[src/rtl/lpf_pkg.sv]
// Shared types and helpers for the multi-channel running-average low-pass.
package lpf_pkg;

    typedef enum logic [1:0] {
        CLEAR,
        RUN,
        DRAIN
    } state_t;

    localparam int DRAIN_CYCLES = 2;

    function automatic int clog2(input int n);
        int r;
        r = 0;
        while ((1 << r) < n) r++;
        return r;
    endfunction

    function automatic int clamp_sel(input int sel, input int max_sel);
        return (sel > max_sel) ? max_sel : sel;
    endfunction

endpackage

[src/rtl/lpf_hist_ram.sv]
// Per-channel sample history: simple dual-port RAM, 1-cycle read,
// write-first bypass when the read hits the word being written.
module lpf_hist_ram #(
    parameter int DATA_W = 24,
    parameter int DEPTH  = 32,
    parameter int ADDR_W = 5
) (
    input  logic              clk,
    input  logic              we,
    input  logic [ADDR_W-1:0] waddr,
    input  logic [DATA_W-1:0] wdata,
    input  logic [ADDR_W-1:0] raddr,
    output logic [DATA_W-1:0] rdata
);

    logic [DATA_W-1:0] mem [DEPTH];

    always_ff @(posedge clk) begin
        if (we) mem[waddr] <= wdata;
        rdata <= (we && waddr == raddr) ? wdata : mem[raddr];
    end

endmodule

[src/rtl/multich_avg_lpf.sv]
// Time-multiplexed running-average low-pass, length 2^sel per channel,
// with history flush on every length change.
module multich_avg_lpf
    import lpf_pkg::*;
#(
    parameter int DATA_W        = 24,
    parameter int LOG2_MAX_TAPS = 4,
    parameter int CHANNELS      = 2,
    parameter int SEL_W         = clog2(LOG2_MAX_TAPS + 1),
    parameter int CH_W          = (clog2(CHANNELS) > 1) ? clog2(CHANNELS) : 1,
    parameter int ACC_W         = DATA_W + LOG2_MAX_TAPS
) (
    input  logic              clk,
    input  logic              reset,
    input  logic [SEL_W-1:0]  filt_sel,
    input  logic              in_valid,
    output logic              in_ready,
    input  logic [CH_W-1:0]   in_ch,
    input  logic [DATA_W-1:0] d,
    output logic              out_valid,
    output logic [CH_W-1:0]   out_ch,
    output logic [DATA_W-1:0] q,
    output logic [SEL_W-1:0]  active_sel,
    output logic              busy
);

    localparam int TAPS   = 1 << LOG2_MAX_TAPS;
    localparam int DEPTH  = CHANNELS * TAPS;
    localparam int PTR_W  = LOG2_MAX_TAPS;
    localparam int ADDR_W = CH_W + PTR_W;

    state_t            state;
    logic [ADDR_W-1:0] clr_addr;
    logic [1:0]        drain_cnt;
    logic [SEL_W-1:0]  req_sel;

    logic              take;
    logic [PTR_W-1:0]  rd_ptr;
    logic [PTR_W-1:0]  wptr [CHANNELS];
    logic signed [ACC_W-1:0] acc [CHANNELS];

    logic              s1_valid;
    logic [CH_W-1:0]   s1_ch;
    logic [PTR_W-1:0]  s1_ptr;
    logic [DATA_W-1:0] s1_x;

    logic              ram_we;
    logic [ADDR_W-1:0] ram_waddr;
    logic [DATA_W-1:0] ram_wdata;
    logic [DATA_W-1:0] oldest;

    logic signed [ACC_W-1:0] acc_next;
    logic signed [ACC_W:0]   rounded;
    logic [DATA_W-1:0]       q_next;

    assign req_sel = SEL_W'(clamp_sel(int'(filt_sel), LOG2_MAX_TAPS));
    assign take    = in_valid && in_ready && (32'(in_ch) < CHANNELS);
    assign rd_ptr  = wptr[in_ch] - (PTR_W'(1) << active_sel);

    // Sample writes land one cycle after the read; the RAM bypass covers L=1.
    assign ram_we    = (state == CLEAR) || s1_valid;
    assign ram_waddr = (state == CLEAR) ? clr_addr : {s1_ch, s1_ptr};
    assign ram_wdata = (state == CLEAR) ? '0 : s1_x;

    lpf_hist_ram #(
        .DATA_W (DATA_W),
        .DEPTH  (DEPTH),
        .ADDR_W (ADDR_W)
    ) u_hist (
        .clk   (clk),
        .we    (ram_we),
        .waddr (ram_waddr),
        .wdata (ram_wdata),
        .raddr ({in_ch, rd_ptr}),
        .rdata (oldest)
    );

    assign acc_next = acc[s1_ch]
                    + {{LOG2_MAX_TAPS{s1_x[DATA_W-1]}}, s1_x}
                    - {{LOG2_MAX_TAPS{oldest[DATA_W-1]}}, oldest};
    assign rounded  = {acc_next[ACC_W-1], acc_next}
                    + ((ACC_W+1)'(1) << active_sel >> 1);
    assign q_next   = DATA_W'(rounded >>> active_sel);

    always_ff @(posedge clk or posedge reset) begin
        if (reset) begin
            state      <= CLEAR;
            clr_addr   <= '0;
            drain_cnt  <= '0;
            in_ready   <= 1'b0;
            busy       <= 1'b1;
            active_sel <= '0;
        end else begin
            unique case (state)
                CLEAR: begin
                    clr_addr <= clr_addr + ADDR_W'(1);
                    if (clr_addr == ADDR_W'(DEPTH - 1)) begin
                        active_sel <= req_sel;
                        busy       <= 1'b0;
                        state      <= RUN;
                    end
                end
                RUN: begin
                    if (req_sel != active_sel) begin
                        in_ready  <= 1'b0;
                        busy      <= 1'b1;
                        drain_cnt <= '0;
                        state     <= DRAIN;
                    end else begin
                        in_ready <= 1'b1;
                    end
                end
                DRAIN: begin
                    drain_cnt <= drain_cnt + 2'd1;
                    if (drain_cnt == 2'(DRAIN_CYCLES - 1)) begin
                        clr_addr <= '0;
                        state    <= CLEAR;
                    end
                end
                default: state <= CLEAR;
            endcase
        end
    end

    always_ff @(posedge clk or posedge reset) begin
        if (reset) begin
            for (int i = 0; i < CHANNELS; i++) begin
                wptr[i] <= '0;
                acc[i]  <= '0;
            end
            s1_valid  <= 1'b0;
            s1_ch     <= '0;
            s1_ptr    <= '0;
            s1_x      <= '0;
            out_valid <= 1'b0;
            out_ch    <= '0;
            q         <= '0;
        end else begin
            s1_valid  <= take;
            out_valid <= s1_valid;
            if (take) begin
                s1_ch  <= in_ch;
                s1_ptr <= wptr[in_ch];
                s1_x   <= d;
            end
            if (s1_valid) begin
                out_ch <= s1_ch;
                q      <= q_next;
            end
            if (state == CLEAR) begin
                for (int i = 0; i < CHANNELS; i++) begin
                    wptr[i] <= '0;
                    acc[i]  <= '0;
                end
            end else begin
                if (take) wptr[in_ch] <= wptr[in_ch] + PTR_W'(1);
                if (s1_valid) acc[s1_ch] <= acc_next;
            end
        end
    end

endmodule

[config.mk]
export PLATFORM = sky130hd
export DESIGN_NAME = multich_avg_lpf
export DESIGN_NICKNAME = d
export VERILOG_FILES = /design/src/rtl/lpf_pkg.sv /design/src/rtl/lpf_hist_ram.sv /design/src/rtl/multich_avg_lpf.sv
export SDC_FILE = /design/constraint.sdc
export NUM_CORES = 1
export LEC_CHECK = 0
export BUFFER_PORTS_ARGS = -buffer_cell sky130_fd_sc_hd__buf_4
export CAP_MARGIN = 20
export CORE_MARGIN = 8
export CORE_UTILIZATION = 50
export DETAILED_ROUTE_END_ITERATION = 16
export MAX_ROUTING_LAYER = met4
export PLACE_DENSITY = 0.63
export REMOVE_ABC_BUFFERS = 1
export SLEW_MARGIN = 10
export SYNTH_ARGS = -nofsm -noshare
export SYNTH_HDL_FRONTEND = slang
export SYNTH_SLANG_ARGS = --single-unit
[constraint.sdc]
create_clock -name clk -period 9.9 [get_ports clk]
set_clock_uncertainty 0.2 [all_clocks]
set_input_delay 1.485 -clock clk [delete_from_list [all_inputs] [get_ports clk]]
set_output_delay 1.485 -clock clk [all_outputs]
set_load 0.005 [all_outputs]
==> impl_metrics.csv, run 1 <==
group,metric,value,unit
worst_setup_path,critPathRequiredTime,10250,ps
grt,antenna_found_initial,0,
floorplanning,rows,103,
cts,insertion_delay,650,ps
floorplanning,initial_core_util,50.28,%
floorplanning,die-area,88310,um^2
route,viasPerCell,6.249,
cts,cts_tree,"built",
place,place_area,41710,um^2
timing,finalHoldViolCount,0,
cts,clock-sinks,907,
route,wirelength,104700,um
final_layout,insertedDiodeCount,0,
floorplanning,core,78610,um^2
worst_setup_path,path_max_fanout,45,
final_layout,multi_input_area,12420,um^2
hold_path,hp-class,"flop to flop",
route,drc_errors,0,
timing,tightestPinTransition,1067,ps
worst_setup_path,crit_arrival,7920,ps
status,status,"finished, final reports clean",
cts,clockBufferDepth,3,
cts,clock-root-buffer,"clkbuf_16",
grt,groute.usage.overall,24.11,%
run,drv_cap,0,
timing,finalCritPeriodShare,76.54,%
cts,cts_htree_levels,3,
place,routabilityCongestion,0.9336,
grt,grt_pass1_vias,21990,
route,ant_nets,0,
route,dr.pass1.iters,5,
logic_synthesis,synth_seq_cells,907,
floorplanning,ios,62,
floorplanning,fp.dieW,297.2,um
worst_setup_path,cp-start-kind,"flop",
timing,setup_viol,0,
timing,min_period,7578,ps
grt,grt-ovfl-total,0,
place,io_buffers,61,
cts,cts_made_buffers,94,
logic_synthesis,syn_inst,2272,
logic_synthesis,yosys_warnings,0,
logic_synthesis,netlist_area,39530,um^2
cts,ctsResizeCount,0,
grt,grt_pass1_wl,152900,um
final_layout,fin_nets,2493,
timing,setup_ws,2322,ps
cts,ctsHoldBuffers,0,
logic_synthesis,synth_edf_count,768,
final_layout,final_area,44880,um^2
floorplanning,fp.dieH,297.2,um
timing,rsz0062_at_grt,"no",
cts,path_clk_slew,60,ps
route,via_count,21980,
logic_synthesis,syn_area_per_cell,17.40,um^2
timing,fmax,0.1320,GHz
timing,slew_violations,0,
place,dp_hpwl,59340,um
route,wire_per_inst,29.77,um
logic_synthesis,ys_async_sr_fraction,14.77,%
route,drtIter0Drc,2435,
timing,hold_ws,283.1,ps
place,post-place-ws,2362,ps
cts,post-cts-setup-buffer-count,0,
final_layout,drive_above_1_share,26.83,%
logic_synthesis,synth_seq_area_share,67.08,%
logic_synthesis,ys_types,97,
timing,slew_headroom,28.88,%
final_layout,nFillCells,5946,
worst_setup_path,path_class,"flop to flop",
grt,grt_start_max_net_pins,78,
logic_synthesis,ys_dominant_reg_cell,"edfxtp_1",
worst_setup_path,end_kind,"flop",
final_layout,seqCellArea,26530,um^2
final_layout,syn2layout_area_growth,13.54,%
-- synthesized netlist by cell type, types with 17 or more instances --
cell type,n,share of area (%)
edfxtp_1,768,58
mux4_2,243,14
dfrtp_1,133,8.4
nor2_1,128,1.2
nand2_1,122,1.2
inv_1,87,0.83
clkbuf_1,79,0.75
o21ai_0,78,0.99
a21oi_1,58,0.73
mux2i_1,48,1.2
ha_1,43,1.4
mux2_2,42,1.2
a22o_1,40,0.89
xnor2_1,30,0.66
fa_1,29,1.5
nor3_1,24,0.30
nand3_1,21,0.27
buf_1,20,0.19
a21o_1,17,0.32
-- kinds of logic after synthesis --
logic type,share of synthesized area (%)
fa+ha+maj,2.830
compound gates,6.080
simple gates,4.298
buf+inv,2.193
flops,67.08
xor+xnor,1.263
mux,16.26
-- path summary, 6_finish.rpt --
| check | slack (ps) | to | from | depth (start not counted) |
|---|---|---|---|---|
| setup / recovery | 2320 | q[18] | flop | 19 |
| hold / removal | 280 | acc[12] | acc[12] | 2 |
| setup reg to reg | 2320 | q[18] | flop | 19 |
| hold reg to reg | 280 | acc[12] | acc[12] | 2 |
| max in group asynchronous | 7360 | s1_x[11] | reset | 3 |
| min in group asynchronous | 780 | drain_cnt[0] | reset | 2 |
-- cell usage in the layout (no fill, tap or decap), drive strengths merged, types with 18 or more instances in the layout --
cell,count
edfxtp,768
mux4,243
buf,140
dfrtp,133
clkbuf,131
nor2,128
nand2,123
inv,87
o21ai,85
a21oi,65
mux2i,48
ha,43
mux2,42
a22o,42
xnor2,35
clkinv,30
fa,29
nor3,27
nand3,22
a211oi,21
a21o,18
-- registers in the layout, summed over array words and instances, names as in the netlist, 2 cells and up, named ones only --
signal,flops
u_hist.mem,768
s1_ptr,4
acc,56
active_sel,3
clr_addr,5
wptr,8
q,24
drain_cnt,2
state,2
s1_x,24
-- layout make-up --
type                            count  share of cell area (%)
Timing Repair Buffer              140                   2.509
Sequential cell                   907                   59.11
Tap cell                         1050                   2.927
Clock inverter                     42                   1.146
Multi-Input combinational cell   1157                   27.67
Inverter                           90                  0.7638
Clock buffer                      131                   5.874
-- metrics by stage --
step	util, %	TNS (ps)	cells
6_report	57.10	0	3517
3_3_place_gp	53.05	0	3342
3_5_place_dp	53.05	0	3342
2_1_floorplan	-	-173170	2154
5_1_grt	57.10	0	3517
4_1_cts	57.06	0	3515
-- critical path: stages (launching register included) --
cell and delay [ps]:
dfxtp_4 880, buf_12 400, mux4_2 560, mux4_2 470
mux2i_1 420, fa_1 500, ha_1 370, o211ai_1 160
o21ai_2 280, xor2_1 380, ha_1 280, o21ai_0 100
nand2b_1 90, a21boi_0 500, nand4_1 310, nor2_1 290
nand3_1 270, xnor2_1 250, mux4_2 500, a211oi_1 230
-- routing by layer --
layer	vias to the layer above	track usage [%]	wire length [um]
met3	159	2.822	6402
met4	0	7.602	3362
li1	9280	-	-
met5	-	-	0
met2	873	37.68	50170
met1	11670	33.45	44770
Power of run 1 is left out: the tool's default activity adds up to more than one toggle a clock period on the data nets, which glitch-free logic cannot reach.
==> run 2, diff against run 1 <==
Settings changed: ABC_AREA from default to 1, PLACE_DENSITY 0.63 to 0.65.
Clock period 9.9 ns to 6.35 ns, I/O delays scaled along.
==> run 2 against run 1 <==
  * Register-to-register slack got worse by 1900 ps
  * Highest routed layer unchanged
  * Global-route usage rose by 2.4 points
  * Wire length rose by 14%
  * Area after synthesis rose by 2.0%
  * Worst hold slack got worse by 57 ps
  * Non-clock buffer count rose by 60
==> impl_metrics.csv, run 2 <==
group,metric,value,unit
final_layout,largest_register_ff_count,768,
cts,path_clk_slew,60,ps
final_layout,final_common_cell,"edfxtp_1",
place,dp_cells,4712,
route,dr.pass1.iters,6,
final_layout,top_regs,"u_hist.mem (768), acc (56)",
final_layout,layout_common_cells,"768 x edfxtp_1, 526 x nor2_1, 518 x o21ai_0",
floorplanning,fp.dieW,299.9,um
final_layout,multi_input_area,12150,um^2
cts,cts_htree_levels,3,
final_layout,seqCellArea,26530,um^2
place,dp_hpwl,71720,um
floorplanning,rows,104,
logic_synthesis,ys_dominant_reg_cell,"edfxtp_1",
logic_synthesis,syn_inst,3668,
timing,slew_violations,0,
route,drc_errors,0,
logic_synthesis,synth_compound_gate_area_share,12.83,%
worst_setup_path,path_common_cell,"nand2_1",
cts,clockBufferDepth,3,
worst_setup_path,path_class,"flop to flop",
worst_setup_path,r2r_slack,410,ps
final_layout,regMostFlops,"u_hist.mem",
floorplanning,ios,62,
logic_synthesis,synth_edf_count,768,
logic_synthesis,synth_seq_area_share,65.78,%
cts,cts_tree,"built",
timing,slew_headroom,24.77,%
logic_synthesis,syn_area_per_cell,10.99,um^2
route,drtIter0Drc,3497,
timing,finalCritPeriodShare,93.54,%
worst_setup_path,slowest_stage,"fa_1",
timing,setup_viol,0,
route,wire_per_inst,24.30,um
logic_synthesis,synth_most_common_cell,"edfxtp_1",
grt,groute.usage.overall,26.54,%
logic_synthesis,netlist_area,40310,um^2
timing,fmax,0.1684,GHz
cts,clock-root-buffer,"clkbuf_16",
place,io_buffers,61,
worst_setup_path,end_kind,"flop",
final_layout,insertedDiodeCount,0,
cts,insertion_delay,680,ps
route,viasPerCell,6.007,
route,ant_nets,0,
cts,post-cts-setup-buffer-count,0,
logic_synthesis,synth_top_family_by_area,"simple AND/OR/NAND/NOR gates",
logic_synthesis,muxShareOfSynthArea,0.07449,%
logic_synthesis,ys_types,51,
logic_synthesis,synthAdderAreaFrac,2.775,%
floorplanning,initial_core_util,50.29,%
cts,clock-sinks,907,
worst_setup_path,cp-start-kind,"flop",
route,via_count,29410,
worst_setup_path,crit_arrival,6320,ps
cts,cts_made_buffers,96,
route,wirelength,119000,um
logic_synthesis,yosys_warnings,0,
timing,rsz0062_at_grt,"no",
floorplanning,fp.dieH,299.9,um
status,status,"finished, final reports clean",
grt,antenna_found_initial,1,
final_layout,nFillCells,6730,
timing,finalHoldViolCount,0,
logic_synthesis,synth_seq_cells,907,
logic_synthesis,synth_xor_area_share,0.6052,%
run,drv_cap,0,
timing,min_period,5940,ps
worst_setup_path,critPathRequiredTime,6730,ps
grt,grt_pass1_wl,176000,um
final_layout,drive_above_1_share,11.60,%
logic_synthesis,ys_async_sr_fraction,14.77,%
floorplanning,core,80160,um^2
logic_synthesis,synth_top_area_share,57.21,%
timing,tightestPinTransition,1127,ps
place,routabilityCongestion,0.9864,
grt,grt-ovfl-total,0,
floorplanning,die-area,89970,um^2
final_layout,syn2layout_area_growth,14.25,%
logic_synthesis,synthTopCellsByArea,"edfxtp_1 57%, dfrtp_1 8.3%, o21ai_0 6.4%",
final_layout,fin_nets,3856,
final_layout,stdcell_count,4896,
logic_synthesis,post-synth-top-area-cell,"edfxtp_1",
timing,hold_ws,226.5,ps
worst_setup_path,path_max_fanout,76,
hold_path,hp-class,"input pin to asynchronous set/reset pin",
worst_setup_path,slowest_delay,500,ps
grt,grt_start_max_net_pins,92,
logic_synthesis,synth-simple-area-share,13.19,%
logic_synthesis,synthTopCellsByCount,"768 x edfxtp_1, 563 x nor2_1, 518 x o21ai_0, 460 x nand2_1, 280 x inv_1",
grt,grt_pass1_vias,27630,
run 2: cell count changes after synthesis, sizes merged, moves of 179 or more:
| cell | previous run | this run |
|---|---|---|
| mux4 | 243 | 0 |
| nand3 | 22 | 201 |
| nand2 | 123 | 479 |
| o21ai | 85 | 525 |
| nor2 | 128 | 574 |
| inv | 87 | 287 |
run 2: layer usage:
metal	track usage (%)	share of wire, %	vias up
met5	-	0	-
met4	9.409	3.8	0
met3	4.142	8.9	251
met2	40.73	46	1429
met1	36.10	42	14470
li1	-	-	13260
run 2: path summary, 6_finish.rpt:
check | startpoint | to | cells after the start
setup / recovery | flop | q[21] | 29
hold / removal | reset | drain_cnt[1] | 2
setup reg to reg | flop | q[21] | 29
hold reg to reg | busy | busy | 2
max in group asynchronous | reset | s1_x[13] | 3
min in group clk | busy | busy | 2
run 2: kinds of logic (layout without fill, tap and decap cells):
logic type,Yosys count,after routing
flip-flops,907,907
adder cells (fa/ha/maj),72,72
AND/OR/NAND/NOR,1289,1289
buffers and inverters,504,672
multiplexers,3,3
XOR/XNOR,27,27
AO/OA/AOI/OAI,866,866
run 2: what timing repair did:
item | CTS | global route
resized for setup | 0 | 9
setup endpoints to repair | 0 | 15
hold buffers | 0 | 0
run 2: through the flow:
step	instance area [um^2]	util (%)	setup TNS [ps]	worst slack (ps)
floorplan	39490	-	-977250	-13370
finish	46060	57.46	0	410.2
global route	46060	57.46	0	25.37
CTS	45960	57.33	0	180.9
detailed placement	42770	53.36	0	266.9
global placement	42710	53.29	0	321.6
run 2: critical path, delay by kind of cell (launching register included):
kind,cells,cell delay (ps)
simple gates,18,2220
buf+inv,5,1050
fa+ha+maj,2,820
compound gates,4,1050
flops,1,450
run 2: layout make-up:
type	count	share of cell area, %
Multi-Input combinational cell	2257	26.38
Tap cell	1060	2.880
Sequential cell	907	57.61
Clock inverter	65	1.399
Clock buffer	116	5.512
Timing Repair Buffer	200	3.793
Inverter	291	2.426
Power of run 2 is left out for the same reason.
